$ cat src/rtl/fltr_multi_ch.sv
// rtl/fltr_multi_ch.sv - multi-channel run-length trigger filter with fixed-length output pulse
// Optional per-channel event counters are built when FLTR_EVT_CNT_EN is defined.
module fltr_multi_ch #(
  parameter int CH    = 4,
  parameter int N     = 3,
  parameter int PULSE = 2,
  parameter int CW    = 8
) (
  input  logic               clk,
  input  logic               rst,
  input  logic [CH-1:0]      in,
  input  logic [CH-1:0]      pol,
  input  logic [CH-1:0]      en,
`ifdef FLTR_EVT_CNT_EN
  input  logic               clr_cnt,
  output logic [CH*CW-1:0]   evt_cnt,
`endif
  output logic [CH-1:0]      out,
  output logic [CH-1:0]      busy
);

  localparam logic [1:0] S_IDLE  = 2'd0;
  localparam logic [1:0] S_PULSE = 2'd1;
  localparam logic [1:0] S_SKIP  = 2'd2;

  localparam logic [7:0] L_N    = 8'(N);
  localparam logic [8:0] L_N9   = 9'(N);
  localparam logic [7:0] L_PLD  = 8'(PULSE - 1);

  logic [1:0]    r_state [CH];
  logic [7:0]    r_run   [CH];
  logic [7:0]    r_pcnt  [CH];
  logic [CH-1:0] r_out;
  logic [CH-1:0] r_busy;

  logic [CH-1:0] w_act;
  logic [CH-1:0] w_trig;

  assign w_act = ~(in ^ pol);

  // Trigger fires on the sample that completes the Nth consecutive active run.
  always_comb begin
    w_trig = '0;
    for (int k = 0; k < CH; k++) begin
      w_trig[k] = en[k] && (r_state[k] == S_IDLE) && w_act[k] &&
                  (({1'b0, r_run[k]} + 9'd1) >= L_N9);
    end
  end

  always_ff @(posedge clk) begin
    if (rst) begin
      for (int k = 0; k < CH; k++) begin
        r_state[k] <= S_IDLE;
        r_run[k]   <= '0;
        r_pcnt[k]  <= '0;
      end
      r_out  <= '0;
      r_busy <= '0;
    end else begin
      for (int k = 0; k < CH; k++) begin
        if (!en[k]) begin
          r_state[k] <= S_IDLE;
          r_run[k]   <= '0;
          r_pcnt[k]  <= '0;
          r_out[k]   <= 1'b0;
          r_busy[k]  <= 1'b0;
        end else begin
          case (r_state[k])
            S_IDLE: begin
              if (w_trig[k]) begin
                r_state[k] <= S_PULSE;
                r_pcnt[k]  <= L_PLD;
                r_run[k]   <= '0;
                r_out[k]   <= 1'b1;
                r_busy[k]  <= 1'b1;
              end else if (w_act[k]) begin
                r_run[k] <= (r_run[k] == L_N) ? r_run[k] : r_run[k] + 8'd1;
              end else begin
                r_run[k] <= '0;
              end
            end
            S_PULSE: begin
              if (r_pcnt[k] == 8'd0) begin
                r_out[k] <= 1'b0;
                if (w_act[k]) begin
                  r_state[k] <= S_SKIP;
                  r_busy[k]  <= 1'b1;
                end else begin
                  r_state[k] <= S_IDLE;
                  r_busy[k]  <= 1'b0;
                end
              end else begin
                r_pcnt[k] <= r_pcnt[k] - 8'd1;
              end
            end
            S_SKIP: begin
              // The releasing inactive sample is consumed here, not counted.
              if (!w_act[k]) begin
                r_state[k] <= S_IDLE;
                r_run[k]   <= '0;
                r_busy[k]  <= 1'b0;
              end
            end
            default: begin
              r_state[k] <= S_IDLE;
              r_run[k]   <= '0;
              r_pcnt[k]  <= '0;
              r_out[k]   <= 1'b0;
              r_busy[k]  <= 1'b0;
            end
          endcase
        end
      end
    end
  end

  assign out  = r_out;
  assign busy = r_busy;

`ifdef FLTR_EVT_CNT_EN
  logic [CW-1:0] r_evt [CH];

  always_ff @(posedge clk) begin
    if (rst || clr_cnt) begin
      for (int k = 0; k < CH; k++) begin
        r_evt[k] <= '0;
      end
    end else begin
      for (int k = 0; k < CH; k++) begin
        if (w_trig[k] && (r_evt[k] != {CW{1'b1}})) begin
          r_evt[k] <= r_evt[k] + 1'b1;
        end
      end
    end
  end

  for (genvar g = 0; g < CH; g++) begin : g_evt
    assign evt_cnt[g*CW +: CW] = r_evt[g];
  end
`endif

endmodule

$ cat config.mk
export PLATFORM = sky130hd
export DESIGN_NAME = fltr_multi_ch
export DESIGN_NICKNAME = d
export VERILOG_FILES = /design/src/rtl/fltr_multi_ch.sv
export SDC_FILE = /design/constraint.sdc
export NUM_CORES = 1
export LEC_CHECK = 0
export CAP_MARGIN = 20
export CORE_ASPECT_RATIO = 0.5
export CORE_MARGIN = 2
export CORE_UTILIZATION = 60
export CTS_CLUSTER_DIAMETER = 30
export CTS_CLUSTER_SIZE = 10
export DETAILED_ROUTE_END_ITERATION = 6
export PLACE_DENSITY = 0.8
export SYNTH_ARGS = -nofsm -noshare
export SYNTH_HDL_FRONTEND = slang
export SYNTH_SLANG_ARGS = --single-unit
export TNS_END_PERCENT = 50
$ cat constraint.sdc
create_clock -name clk -period 2.4 [get_ports clk]
set_input_delay 0.48 -clock clk [delete_from_list [all_inputs] [get_ports clk]]
set_output_delay 0.48 -clock clk [all_outputs]
set_load 0.01 [all_outputs]
Yosys cells after proc, flatten, opt, wreduce, memory -nomap -nowiden --
Memory sizes are Yosys's and may differ from the RTL's. Cells that the tools add are included.
Storage, ports and cells: output and inout port bits 8, input bits 14, logic and storage cells 427, register bits after elaboration 8, memories 3, RAM bits 72
Operators by class: add/sub/neg operators 12, equality and inequality tests 24, $lt $le $gt $ge 4, bitwise operators 74, mux-type cells 266, reductions and logical operators 36
Memory list:
- r_pcnt | depth 4, width 8, read ports 4, clocked after memory_dff 0, wr ports 4, RTL line 32 | logic [7:0] r_pcnt [CH];
- r_run | depth 4, width 8, read ports 4, clocked after memory_dff 0, wr ports 4, RTL line 31 | logic [7:0] r_run [CH];
- r_state | depth 4, width 2, read ports 4, clocked after memory_dff 0, wr ports 4, RTL line 30 | logic [1:0] r_state [CH];
Operators with widths (number):
- two-way mux 8 bit | 44
- two-way mux 1 bit | 190
- OR 1 bit | 64
- two-way mux 2 bit | 24
- adder 8 x 1 -> 9 bit (second input constant) | 4
- >= comparator 9 x 2 -> 1 bit (second input constant) | 4
- adder 8 x 1 -> 8 bit (second input constant) | 4
- equality test 8 x 2 -> 1 bit (second input constant) | 4
- logical NOT 8 bit | 4
- subtractor 8 x 1 -> 8 bit (second input constant) | 4
- inequality test 2 bit (second input constant) | 12
- one-hot mux 1 bit (3 select lines) | 8
- AND reduction 3 bit | 8
- logical AND 1 bit | 12
- OR reduction 3 bit | 4
- equality test 2 x 1 -> 1 bit (second input constant) | 4
- equality test 2 bit (second input constant) | 4
- logical NOT 2 bit | 4
- NOT 1 bit | 8
- OR reduction 2 bit | 4
- NOT 4 bit | 1
- XOR 4 bit | 1

Longest topological paths before layout --
Gate-level depths: netlist of run 1.
depth in word-level cells 14, mapped depth 7, mapped depth without buffers 7

Worst setup path before layout of run 1 --
OpenSTA, ideal clock, no wires.
path type register to register, start point memory r_pcnt[1][4], end point memory r_pcnt[1][0] (enable), required time 2.101 ns, period minus slack after synthesis 2.101 ns, setup time 0.299 ns, buffers on the path 0, data arrival time 1.801 ns, stages on the path, launching flop included 5, path slack 0.299 ns, cell sequence edfxtp_1 -> or4_4 -> or4b_4 -> o21ai_0 -> nand2_1
RTL lines (RTL line):
- start: declaration | 32

==> results of run 1 <==
layout by cell type, fill, tap and decap left out, drive strengths merged, types with 13 or more instances in the layout:
master,count
edfxtp,72
nor2,57
conb,24
nand2,24
inv,21
clkdlybuf4s50,21
xnor2,18
o21ai,16
ha,16
xor2,15
nor3,14
nand3,14
nor4,13
buf,13
repair_timing:
item,4_1_cts,5_1_grt
setup buffers,0,0
endpoints found under the setup margin,0,10
hold buffers,0,0
gates resized for setup,0,3
power by group through the flow:
stage                     registers (mW)  clock network, mW  logic [mW]
after floorplan                     1.76                  0       0.458
after global placement              1.78                  0       0.594
after detailed placement            1.79                  0       0.622
after CTS                           1.77               1.30       0.630
after global routing                1.79               1.36       0.707
final                               1.77               1.28       0.633
logic make-up (layout without fill, tap and decap cells):
| family | Yosys count | in the layout | synth area share |
|---|---|---|---|
| AND/OR/NAND/NOR | 171 | 171 | 0.210 |
| flip-flops | 80 | 80 | 0.547 |
| AO/OA/AOI/OAI | 57 | 57 | 0.0902 |
| XOR/XNOR | 33 | 33 | 0.0681 |
| buffers and inverters | 27 | 71 | 0.0242 |
| adder cells (fa/ha/maj) | 16 | 16 | 0.0472 |
| multiplexers | 5 | 5 | 0.0124 |
| other | 1 | 24 | 0.000884 |
layer usage:
metal | GRT usage | up-vias | part of all wire
met5 | 0 | - | 0
met4 | 0.0862 | 0 | 0.017
met3 | 0.0725 | 16 | 0.040
met2 | 0.392 | 70 | 0.52
met1 | 0.263 | 1451 | 0.42
li1 | - | 1536 | -
final timing paths:
path	start	end	slack, ns	depth (start not counted)
max	pol[0]	r_pcnt[0][0]	0.14	7
min	out[3]	out[3]	0.47	2
max reg2reg	r_run[1][0]	r_run[1][1]	0.15	6
min reg2reg	out[3]	out[3]	0.47	2
sequential cells by signal, indices dropped and copies added (netlist names):
name and count:
r_pcnt 32, r_run 32, r_state 8, busy 4, out 4
per-stage QoR:
stage          setup TNS [ns]  setup slack, ns
6_report                    0            0.142
3_3_place_gp                0          0.00361
4_1_cts                     0           0.0741
5_1_grt                     0           0.0244
3_5_place_dp            -2.18           -0.178
2_1_floorplan               0            0.299
Yosys cell counts (2+ instances only):
cell type and count:
nand4_1 2, xnor2_1 18, and2_1 2, dfxtp_1 8
nand2_1 24, mux2i_1 3, nand3b_1 2, o21ai_0 16
nor4b_1 3, nor2_1 57, and3_1 7, o211ai_1 3
nor3_1 14, or3_1 4, a22oi_1 2, o221ai_1 2
or3b_2 2, nor4_1 13, clkbuf_1 5, a21oi_1 10
nand2b_1 10, nor3b_1 2, o22ai_1 2, nor2b_1 6
inv_1 21, a31o_2 5, ha_1 16, a211o_1 2
nand3_1 14, a21o_1 3, xor2_1 15, edfxtp_1 72
mux2_2 2, a31oi_1 3
worst reg2reg max path, stage by stage, from the launching register on:
cell and delay, ns:
edfxtp_1 0.47, ha_1 0.29, nor4_1 0.24, o221ai_1 0.17
a211o_1 0.31, or3b_2 0.49, nor2_1 0.13
final cells by class:
type,instances,share of cell area
Clock buffer,9,0.0445
Clock inverter,7,0.0104
Inverter,21,0.0156
Multi-Input combinational cell,306,0.379
Sequential cell,80,0.459
Tap cell,92,0.0228
Timing Repair Buffer,34,0.0683
==> metrics.txt, run 1 <==
cell internal pwr 2.74 mW; GR Util All Layers 0.226; die height 63.5 um; Logic pwr share 0.172; post-synthesis sequential area ratio 0.547; nets 482; Die Wd 123 um; Buf/Inv on CP 2; CTS clk-pin slew, worst paths 0.05 ns; CP Cell Sequence clkdlybuf4s50_1 -> xnor2_1 -> nand2b_1 -> or3b_2 -> buf_4 -> a311o_1 -> o21ai_0; area grow syn2layout 19.2%; H-tree Lvls 3; cell total after placement 533; final WL 7830 um; Worst path max stage delay 0.50 ns; pwr/cell area 727 nW/um2; peak supply drop 0.000465 V; P_sw 0.934 mW; Setup violations, final 0; crit path DAT 2.43 ns; f_max 0.443 GHz; mapped cell area 4240 um2; routability cong. 0.869; share of power burned in registers 0.481; status finished clean; dominant synthesized flop cell edfxtp_1; Min Clock Period, post-route 2.26 ns; Min Hold Slack 0.469 ns; Storage cell area 2320 um2; Warnings, synthesis 0; fillcell total 459; CTS Buffer Depth 2; Net Sw Frac 0.254; count of final hold-check violations 0; largest net degree at the start of global routing 16; max cap viols 0; Crit Path Max Fanout 4; IO Port Bufs 21; Initial Util 0.628; Routed WL per cell 14.3 um; DRT antenna net count 0; vias per cell 5.60; Final Cell Area 5060 um2; IO Pins 22; Slew HR 0.609; Post-Syn Instances 390; multi-input logic area 1920 um2; synth top area cells edfxtp_1, nor2_1, ha_1; area post-placement 4770 um2; CTS root buf clkbuf_16; final non-filler cell total 549; crit path launch type input port; CP required 2.58 ns; TritonCTS Buffers 9; Netlist cell types 54; Lkg Pwr 2.01 nW; DRC violations left 0; Slowest cell on crit path or3b_2; synthesized flop and latch total 80; ant diodes 0; area leader, netlist edfxtp_1; DR pass1 iterations 4; via count 3073; CTS tree yes; initial drt markers 252; share of the synthesized area in the top cell type 0.509; Worst Tran Pin Value 0.580 ns; clock latency on the worst-skew pair 0.33 ns; # clock sinks 80; share of post-route cells with drive strength above 1 0.0875; first-pass GRT wire length 13600 um; post-layout util 0.749; initial antenna violation count 0; async set or reset register ratio after synthesis 0; CP Capture Type flip-flop; number of synthesized flops with an enable pin 72; Final Max Slew Viols 0; Rows 21; vias in the first global route 3070; core area 6750 um2; Die ar. 7800 um2; Final Skew 0.00523 ns; CP top delay family simple AND/OR/NAND/NOR gates; WS Path Type in2reg; Clock power frac 0.347; RSZ-0062 raised after global routing no; Hold Crit Class reg2reg; total grt overflow 0; Syn Area/Cell 10.9 um2; DP Wirelength 5730 um; Tot Pwr 3.68 mW; Final period util 0.941
(Power assumes the default switching activity.)
==> inputs of run 2 (changes only) <==
--- a/config.mk
+++ b/config.mk
@@ -7,7 +7,6 @@
 export LEC_CHECK = 0
 export CAP_MARGIN = 20
 export CORE_ASPECT_RATIO = 0.5
-export CORE_MARGIN = 2
 export CORE_UTILIZATION = 60
 export CTS_CLUSTER_DIAMETER = 30
 export CTS_CLUSTER_SIZE = 10
==> metrics.txt, run 2 (synthesis results as in run 1) <==
post-layout util 0.752 (+0.00333); hold buffers post-CTS 0 (unchanged); Initial Util 0.628 (unchanged); buffer count from post-CTS setup fixing 0 (unchanged); Regs by FF count r_pcnt x32, r_run x32, r_state x8; share of post-route cells with drive strength above 1 0.0961 (+0.00854); via count 3097 (+0.78%); ant diodes 0 (unchanged); crit path launch type flip-flop; Min Clock Period, post-route 2.23 ns (-0.0277 ns); core area 6750 um2 (unchanged); H-tree Lvls 3 (unchanged); worst r2r src r_pcnt[1][4]; fillcell total 448 (-2.4%); Logic pwr share 0.171 (about the same); Storage cell area 2320 um2 (unchanged); worst r2r path cells 4 (-2); Rows 21 (unchanged); area grow syn2layout 19.7%; WS Path Type reg2reg; crit path DAT 2.28 ns (-0.15 ns); Die Wd 121 um (-1.6%); fin worst setup slack 0.169 ns (+0.0277 ns); max cap viols 0 (unchanged); CP required 2.45 ns (-0.13 ns); DRC violations left 0 (unchanged); most frequent cells in the layout edfxtp_1, nor2_1, conb_1; CTS root buf clkbuf_16; setup tns final 0 ns (unchanged); GR Util All Layers 0.229 (+0.00312); total grt overflow 0 (unchanged); vias per cell 5.63 (+0.60%); DP Wirelength 5710 um (-0.24%); DR pass1 iterations 4 (unchanged); Final period util 0.929 (-0.0115); largest net degree at the start of global routing 14 (-2); Clock power frac 0.350 (+0.003); Crit Path Max Fanout 8 (+4); multi-input logic area 1930 um2 (+0.59%); initial drt markers 121 (-52%); RSZ-0062 raised after global routing no; cell internal pwr 2.76 mW (+0.56%); Final Max Slew Viols 0 (unchanged); IO Pins 22 (unchanged); count of final hold-check violations 0 (unchanged); peak supply drop 0.000451 V (-3.2%); CP Capture Type flip-flop; Hold Crit Class reg2reg; nets 483 (+0.21%); IO Port Bufs 21 (unchanged); DRT antenna net count 0 (unchanged); Routed WL per cell 14.2 um (-0.60%); share of power burned in registers 0.479 (-0.002); TritonCTS Buffers 9 (unchanged); Lkg Pwr 2.03 nW (+0.84%); vias in the first global route 2928 (-4.6%); die height 61.5 um (-3.2%); met3 Use GR 0.0676 (-0.00487); launch point of the worst path r_pcnt[1][4]; Worst Tran Pin Value 0.536 ns (-0.0447 ns); f_max 0.448 GHz (+1.2%); final WL 7800 um (-0.42%); initial antenna violation count 0 (unchanged); gr busiest metal met2; routability cong. 0.844 (-2.9%); CTS tree yes; pwr/cell area 729 nW/um2 (+0.27%); Slew HR 0.640 (+0.0301); # clock sinks 80 (unchanged); Net Sw Frac 0.255 (+0.00117); final non-filler cell total 550 (+0.18%); Setup violations, final 0 (unchanged); Post-Place Setup Slack -0.0838 ns (+0.0944 ns); cell total after placement 534 (+0.19%); CTS Buffer Depth 2 (unchanged); setup slack, reg-to-reg 0.17 ns (+0.02 ns); status finished clean; clock latency on the worst-skew pair 0.33 ns (about the same); CTS clk-pin slew, worst paths 0.06 ns (about the same); Die ar. 7430 um2 (-4.7%); CP endpoint r_pcnt[1][0]; first-pass GRT wire length 12800 um (-5.4%); R2R Path End r_pcnt[1][0]; GR Util met2 0.424 (+0.0329); Final Skew 0.00673 ns (+0.00151 ns); GR met1 Demand/Resource 0.262 (-0.000659); commonest non-fill, non-tap cell in the layout edfxtp_1; P_sw 0.945 mW (+1.2%)
## run 2: worst min-delay path by stage
stage               slack, ns     end  startpoint  cells after the start
finish                   0.47  out[2]      out[2]                      2
global route             0.48  out[2]      out[2]                      2
CTS                      0.47  out[2]      out[2]                      2
detailed placement       0.46  out[2]      out[2]                      2
global placement         0.45  out[2]      out[2]                      2
floorplan                0.48  out[0]      out[0]                      2
## run 2: worst max-delay path: stages, from the launching register on
cell	delay [ns]
edfxtp_1	0.44
or4_4	0.58
or4b_4	0.53
o21ai_0	0.21
nand2_2	0.19
## run 2: routing by layer
metal  vias to the layer above  routed length (um)
met2                        70                4040
met1                      1486                3350
li1                       1533                   -
met5                         -                   0
met3                         8                 326
met4                         0                  83
## run 2: final cells by class
type,count,area share
sequential,80,0.457
multi-input combinational,306,0.380
timing repair buffer,35,0.0695
clock buffer,11,0.0458
tap,92,0.0227
inverter,21,0.0155
clock inverter,5,0.00961
## run 2: through the flow
stage | area (um2) | hold slack [ns] | power, mW
after detailed placement | 4770 | 0.461 | 2.41
after global placement | 4770 | 0.450 | 2.37
after CTS | 5060 | 0.467 | 3.71
after global routing | 5080 | 0.481 | 3.87
final | 5080 | 0.466 | 3.70
after floorplan | 4330 | 0.481 | 2.21
## run 2: power groups by stage
stage	sequential (mW)	clock (mW)	combinational [mW]
final	1.77	1.30	0.633
after global routing	1.79	1.37	0.705
after CTS	1.77	1.32	0.623
after detailed placement	1.80	0	0.616
after global placement	1.78	0	0.591
after floorplan	1.76	0	0.458
## run 2: repair_timing
item | CTS | global route
gates resized for setup | 0 | 4
hold endpoints to repair | 0 | 0
endpoints found under the setup margin | 0 | 33
